===== src/rtl/fetch_stage.sv =====
// Instruction fetch stage: PC, request/ack fetch FSM, IF/ID register and one-entry
// hold buffer that absorbs decode back-pressure; execute redirects take top priority.
module fetch_stage #(
  parameter logic [31:0] RESET_PC = 32'h0000_0000
) (
  input  logic        clk,
  input  logic        rst,
  output logic        IMemReq,
  output logic [31:0] IMemAddr,
  input  logic        IMemAck,
  input  logic [31:0] IMemData,
  input  logic        Stall,
  input  logic        Redirect,
  input  logic [31:0] RedirectPC,
  output logic [31:0] Instr,
  output logic [31:0] InstrPC,
  output logic        InstrValid
);

  typedef enum logic [1:0] {
    IDLE  = 2'd0,
    FETCH = 2'd1,
    HOLD  = 2'd2
  } state_t;

  localparam logic [31:0] RESET_PC_ALIGNED = RESET_PC & 32'hFFFF_FFFC;
  localparam logic [31:0] NOP_INSTR        = 32'h0000_0013;

  state_t      state_r, state_s;
  logic [31:0] pc_r, pc_s;
  logic [31:0] instr_r, instr_s;
  logic [31:0] instr_pc_r, instr_pc_s;
  logic        instr_valid_r, instr_valid_s;
  logic [31:0] hold_data_r, hold_data_s;
  logic [31:0] hold_pc_r, hold_pc_s;
  logic        accept_s;
  logic [31:0] redirect_target_s;

  assign accept_s          = !instr_valid_r || !Stall;
  assign redirect_target_s = RedirectPC & 32'hFFFF_FFFC;

  assign IMemReq    = (state_r == FETCH);
  assign IMemAddr   = pc_r;
  assign Instr      = instr_r;
  assign InstrPC    = instr_pc_r;
  assign InstrValid = instr_valid_r;

  // Next-state, next-PC and IF/ID / hold-buffer load decisions.
  always_comb begin
    state_s       = state_r;
    pc_s          = pc_r;
    instr_s       = instr_r;
    instr_pc_s    = instr_pc_r;
    instr_valid_s = instr_valid_r;
    hold_data_s   = hold_data_r;
    hold_pc_s     = hold_pc_r;

    case (state_r)
      IDLE: begin
        state_s = FETCH;
        if (Redirect) begin
          pc_s = redirect_target_s;
        end else begin
          pc_s = pc_r;
        end
        if (accept_s) begin
          instr_valid_s = 1'b0;
        end else begin
          instr_valid_s = instr_valid_r;
        end
      end

      FETCH: begin
        if (Redirect) begin
          // Redirect discards any acknowledged word and wins over a stall.
          pc_s          = redirect_target_s;
          instr_valid_s = 1'b0;
          hold_data_s   = 32'h0000_0000;
          hold_pc_s     = 32'h0000_0000;
          state_s       = FETCH;
        end else if (IMemAck) begin
          pc_s = pc_r + 32'd4;
          if (accept_s) begin
            instr_s       = IMemData;
            instr_pc_s    = pc_r;
            instr_valid_s = 1'b1;
            state_s       = FETCH;
          end else begin
            hold_data_s = IMemData;
            hold_pc_s   = pc_r;
            state_s     = HOLD;
          end
        end else if (accept_s) begin
          instr_valid_s = 1'b0;
        end else begin
          instr_valid_s = instr_valid_r;
        end
      end

      HOLD: begin
        if (Redirect) begin
          pc_s          = redirect_target_s;
          instr_valid_s = 1'b0;
          hold_data_s   = 32'h0000_0000;
          hold_pc_s     = 32'h0000_0000;
          state_s       = FETCH;
        end else if (accept_s) begin
          instr_s       = hold_data_r;
          instr_pc_s    = hold_pc_r;
          instr_valid_s = 1'b1;
          state_s       = FETCH;
        end else begin
          state_s = HOLD;
        end
      end

      default: begin
        state_s       = IDLE;
        instr_valid_s = 1'b0;
      end
    endcase
  end

  // State, PC, IF/ID and hold-buffer registers.
  always_ff @(posedge clk or posedge rst) begin
    if (rst) begin
      state_r       <= IDLE;
      pc_r          <= RESET_PC_ALIGNED;
      instr_r       <= NOP_INSTR;
      instr_pc_r    <= 32'h0000_0000;
      instr_valid_r <= 1'b0;
      hold_data_r   <= 32'h0000_0000;
      hold_pc_r     <= 32'h0000_0000;
    end else begin
      state_r       <= state_s;
      pc_r          <= pc_s;
      instr_r       <= instr_s;
      instr_pc_r    <= instr_pc_s;
      instr_valid_r <= instr_valid_s;
      hold_data_r   <= hold_data_s;
      hold_pc_r     <= hold_pc_s;
    end
  end

endmodule


===== config.mk =====
export PLATFORM = sky130hd
export DESIGN_NAME = fetch_stage
export DESIGN_NICKNAME = d
export VERILOG_FILES = /design/src/rtl/fetch_stage.sv
export SDC_FILE = /design/constraint.sdc
export NUM_CORES = 1
export LEC_CHECK = 0
export CELL_PAD_IN_SITES_DETAIL_PLACEMENT = 1
export CELL_PAD_IN_SITES_GLOBAL_PLACEMENT = 2
export CORE_MARGIN = 8
export CORE_UTILIZATION = 31
export CTS_CLUSTER_DIAMETER = 100
export CTS_CLUSTER_SIZE = 25
export DETAILED_ROUTE_END_ITERATION = 6
export PLACE_DENSITY = 0.92
export SLEW_MARGIN = 0
export SYNTH_ARGS = -nofsm -noshare
export SYNTH_HDL_FRONTEND = slang
export SYNTH_SLANG_ARGS = --single-unit

===== constraint.sdc =====
create_clock -name clk -period 7.15 [get_ports clk]
set_clock_uncertainty 0.2 [all_clocks]
set_input_delay 0.715 -clock clk [delete_from_list [all_inputs] [get_ports clk]]
set_output_delay 0.715 -clock clk [all_outputs]
set_load 0.01 [all_outputs]

==> flow_metrics.tcl, run 1 <==
set metrics [dict create \
    path_class "reg -> reg" \
    ctsResizeCount 0 \
    synth-edff-count 0 \
    layout-drive-gt1-share_pct 5.85 \
    slowest_delay_ps 560 \
    multiInputGateArea_sq_um 3360 \
    slew_headroom_pct 23.0 \
    wl_per_cell_microns 17.9 \
    core-area_sq_um 24200 \
    cts-root-buf "clkbuf_16" \
    fin_crit_sh_pct 48.0 \
    drv_slew 0 \
    yosys.area.top_type "dfrtp_1" \
    cp_slowest_cell "or4_1" \
    min_path_type "reg -> reg" \
    fp.dieArea_sq_um 29800 \
    grt_pass1_wl_microns 38100 \
    yosys_warnings 0 \
    synth_cell_types 50 \
    area_growth_pct 32.0 \
    vias 6396 \
    rows 57 \
    dr.pass1.iters 4 \
    yosysSeqAreaShare_pct 52.4 \
    tritoncts "built" \
    htreeDepth 4 \
    clock-sinks 159 \
    max-cap-violations 0 \
    endpoint_kind "flip-flop" \
    via_per_inst 4.99 \
    seq_area_sq_um 3980 \
    synth_common_cells "nand2_1, dfrtp_1, o21ai_1" \
    yosys_register_bits 159 \
    finalCriticalPeriod_ps 3430 \
    status "finished, final reports clean" \
    rsz0062_at_grt "false" \
    grt_max_degree 92 \
    vdd_drop_max_mv 0.179 \
    hold_buffers 0 \
    worstSkewPairLatency_ps 420 \
    io_pins 167 \
    p_per_area_nw_per_um2 455 \
    synth.area.top_cells "dfrtp_1, nand2_1, o21ai_1, mux2i_1, buf_2" \
    post-place-ws_ps 3470 \
    die_w_microns 173 \
    drt_wl_total_microns 22900 \
    cp_max_fo 59 \
    start_kind "flip-flop" \
    setup_viol 0 \
    first_global_vias 6687 \
    setup_ws_ps 3720 \
    syn_area_per_cell_sq_um 9.28 \
    place_congestion 0.761 \
    num_antenna_cells 0 \
    async_reset_ff_share_pct 100 \
    yosysTopAreaCellShare_pct 51.3 \
    worstMarginPinSlew_ps 1150 \
    io_buffers 162 \
    grt_overflow 0 \
    p_leak_nw 4.02 \
    required_ps 7310 \
    antenna_found_initial 0 \
    synth.cell_area_sq_um 7610 \
    die_y_microns 173 \
    crit_chain "inv_1 > ha_4 > buf_4 > nor3_4 > buf_4 > nand3_1 > or4_1 > nand4_1" \
    max_freq_mhz 291 \
    start_util_pct 31.5 \
    synthFlopType "dfrtp_1" \
    clk_path_buf_depth 2 \
    cpMostUsedCell "buf_4" \
    numCtsBuffers 17 \
    layout.nets 1018 \
    cts_setup_buffers 0 \
    synth.most_common_cell "nand2_1" \
    grt.total_usage_pct 15.6 \
    detail-route-antenna-nets 0 \
    cp_data_arrival_time_ps 3600 \
    final_core_util_pct 41.5 \
    clk_pin_slew_worst_paths_ps 70 \
    tns_ps 0 \
    synthCells 820 \
    hpwl_microns 15600 \
    drc_errors 0 \
    timing_hold_violations_final 0 \
    first_iter_violations 324 \
    n_fill_cell 2759 \
]
==> through the flow <==
| step | hold slack [ps] | power, mW | instance area, sq um | cells |
|---|---|---|---|---|
| 3_5_place_dp | 260 | 3.74 | 9470 | 1249 |
| 2_1_floorplan | 253 | 2.77 | 7610 | 821 |
| 6_report | 266 | 4.57 | 10000 | 1281 |
| 3_3_place_gp | 253 | 3.64 | 9470 | 1249 |
| 4_1_cts | 270 | 4.65 | 10000 | 1281 |
| 5_1_grt | 287 | 4.93 | 10000 | 1281 |
==> layout by cell type (no fill, tap or decap), drive strengths merged, types with 9 or more instances in the layout <==
cell,netlist,final
a21oi,30,30
clkdlybuf4s50,0,162
nor2,16,16
a2bb2oi,12,12
mux2i,62,62
buf,42,9
nand3,30,30
dfrtp,156,156
o21ai,143,143
nand4,9,9
clkbuf,25,23
nand2,216,216
and3,11,11
==> area by class of cell <==
type / count / share of cell area (%)
Sequential cell: 159 / 39.7
Timing Repair Buffer: 171 / 17.0
Multi-Input combinational cell: 591 / 33.5
Clock buffer: 23 / 4.56
Inverter: 4 / 0.199
Clock inverter: 9 / 1.11
Tap cell: 324 / 4.04
==> registers in the layout, summed over array words and instances, names as in the netlist <==
signal       flops
InstrValid       1
Instr           32
hold_pc_r       31
state_r          2
hold_data_r     32
InstrPC         31
IMemAddr        30
==> metal layers <==
layer | global-route usage (%) | vias up | routed length (microns)
met1 | 21.5 | 3147 | 11300
met2 | 24.1 | 130 | 10400
li1 | - | 3097 | -
met5 | 0 | - | 0
met4 | 3.81 | 0 | 298
met3 | 4.12 | 22 | 930
==> worst max-delay path, delay by kind of cell, from the launching register on <==
kind | cells | cell delay, ps
fa+ha+maj | 1 | 260
buf+inv | 3 | 1010
flops | 1 | 420
simple gates | 4 | 1290
==> path summary, 6_finish.rpt <==
kind / from / end / slack (ps) / cells past startpoint
min reg2reg: Instr[1] / Instr[1] / 270 / 2
max reg2reg: state_r[0] / IMemAddr[30] / 3720 / 8
min: Instr[1] / Instr[1] / 270 / 2
max: state_r[0] / IMemAddr[30] / 3720 / 8
min in group asynchronous: rst / hold_data_r[4] / 630 / 2
max in group asynchronous: rst / hold_pc_r[29] / 4570 / 3
==> power by group <==
part | switching [mW] | total (mW) | leakage (nW) | internal [mW]
clock network | 0.367 | 0.892 | 0.260 | 0.524
registers | 0.401 | 1.74 | 1.97 | 1.34
logic | 1.04 | 1.94 | 1.79 | 0.896
total | 1.81 | 4.57 | 4.02 | 2.76
==> cells by family (layout without fill, tap and decap cells) <==
| logic type | Yosys count | after routing | synth area share [%] |
|---|---|---|---|
| and+or+nand+nor | 305 | 305 | 18.2 |
| adders and majority gates | 5 | 5 | 0.823 |
| AOI/OAI and AO/OA | 217 | 217 | 16.0 |
| buffers and inverters | 71 | 207 | 4.36 |
| DFF | 159 | 159 | 52.4 |
| other | 1 | 2 | 0.0493 |
| muxes | 62 | 62 | 8.16 |
No activity file was read; power rests on OpenSTA's default activity.
==> run 2, diff against run 1 <==
clock period = 3.3 ns   (was 7.15 ns; I/O delays follow)
==> run 2 against run 1 <==
  * Non-clock buffer count up 11
  * Final cell count is 0.86% higher
  * Via count is 0.14% lower
  * Count of clock-buffer cells in the layout did not move
  * First-iteration DRC count down 4.3%
  * Critical endpoint is now IMemAddr[9]
  * Largest power group unchanged
==> flow_metrics.tcl, run 2 (synthesized netlist as in run 1, its figures left out) <==
set metrics [dict create \
    status "finished, final reports clean" \
    hpwl_microns 16200 \
    clk_pin_slew_worst_paths_ps 70 \
    cts_setup_buffers 0 \
    rows 57 \
    drt_wl_total_microns 23000 \
    numCtsBuffers 17 \
    dp.cells 1260 \
    dr.pass1.iters 4 \
    clock-sinks 159 \
    worstSkewPairLatency_ps 420 \
    start_kind "flip-flop" \
    slew_headroom_pct 35.9 \
    ctsResizeCount 0 \
    p_per_area_nw_per_um2 990 \
    tns_ps 0 \
    detail-route-antenna-nets 0 \
    htreeDepth 4 \
    core-area_sq_um 24200 \
    cp_max_fo 13 \
    instances_no_fill 1292 \
    hold_buffers 0 \
    rsz0062_at_grt "false" \
    grt_overflow 0 \
    num_antenna_cells 0 \
    reg2reg_to "IMemAddr[9]" \
    worstMarginPinSlew_ps 962 \
    place_congestion 0.786 \
    timing.rr.start "state_r[0]" \
    io_buffers 162 \
    r2r_slack_ps 480 \
    first_global_vias 6806 \
    final_cell_mix "nand2_1, clkdlybuf4s50_1, dfrtp_1, o21ai_1, mux2i_1" \
    grt_max_degree 74 \
    reg2regPathDepth 8 \
    cts-root-buf "clkbuf_16" \
    setup_viol 0 \
    cp_data_arrival_time_ps 2920 \
    clk_path_buf_depth 2 \
    p_leak_nw 4.12 \
    final_common_cell "nand2_1" \
    finalCriticalPeriod_ps 2820 \
    endpoint_kind "flip-flop" \
    tritoncts "built" \
    start_util_pct 31.5 \
    grt.total_usage_pct 15.7 \
    min_path_type "in -> async" \
    wl_per_cell_microns 17.8 \
    vias 6387 \
    fin_crit_sh_pct 85.4 \
    first_iter_violations 310 \
    die_y_microns 173 \
    drc_errors 0 \
    vdd_drop_max_mv 0.409 \
    antenna_found_initial 0 \
    max-cap-violations 0 \
    timing_hold_violations_final 0 \
    die_w_microns 173 \
    drv_slew 0 \
    area_growth_pct 34.3 \
    grt_pass1_wl_microns 38400 \
    io_pins 167 \
    path_class "reg -> reg" \
    required_ps 3400 \
    layout.nets 1029 \
    via_per_inst 4.94 \
    layout-drive-gt1-share_pct 7.02 \
    max_freq_mhz 355 \
    fp.dieArea_sq_um 29800 \
]
[run 2: routing by layer]
metal,part of all wire (%),GRT usage (%),up-vias
met5,0,0,-
li1,-,-,3110
met2,45,24.6,150
met1,49,21.3,3115
met4,1.0,3.48,0
met3,4.8,4.33,12
[run 2: worst max-delay path by stage]
stage / from / to
after global routing: state_r[0] / IMemAddr[9]
after detailed placement: IMemAck / IMemAddr[9]
after floorplan: rst / IMemAddr[10]
final: state_r[0] / IMemAddr[9]
after CTS: state_r[0] / IMemAddr[9]
after global placement: IMemAck / IMemAddr[9]
[run 2: critical path: stages, from the launching register on]
cell and delay [ps]:
dfrtp_1 400, inv_1 110, ha_1 340, nor3b_1 460, o32a_1 650, buf_4 300
o21ai_1 90, nand2_1 70, o21ai_1 60
[run 2: report_power, final]
part	total (mW)	internal (mW)	leakage [nW]	switching [mW]
Combinational	4.41	2.09	1.87	2.32
Sequential	3.74	2.89	1.97	0.848
Clock	1.96	1.16	0.278	0.803
[run 2: cell type report]
type,instances,area [sq um]
clock buffer,23,468
tap,324,405
clock inverter,9,111
sequential,159,3980
fill,2751,14000
inverter,4,18.8
timing repair buffer,182,1870
multi-input combinational,591,3360
[run 2: stage by stage]
stage          power (mW)  worst slack [ps]  utilization [%]  cell area (sq um)  hold slack [ps]
2_1_floorplan        6.00               758                -               7610              253
3_3_place_gp         8.06               581             39.9               9640              253
3_5_place_dp         8.27               513             39.9               9640              263
4_1_cts              10.3               529             42.3              10200              120
5_1_grt              10.9               335             42.3              10200              153
6_report             10.1               482             42.3              10200              121
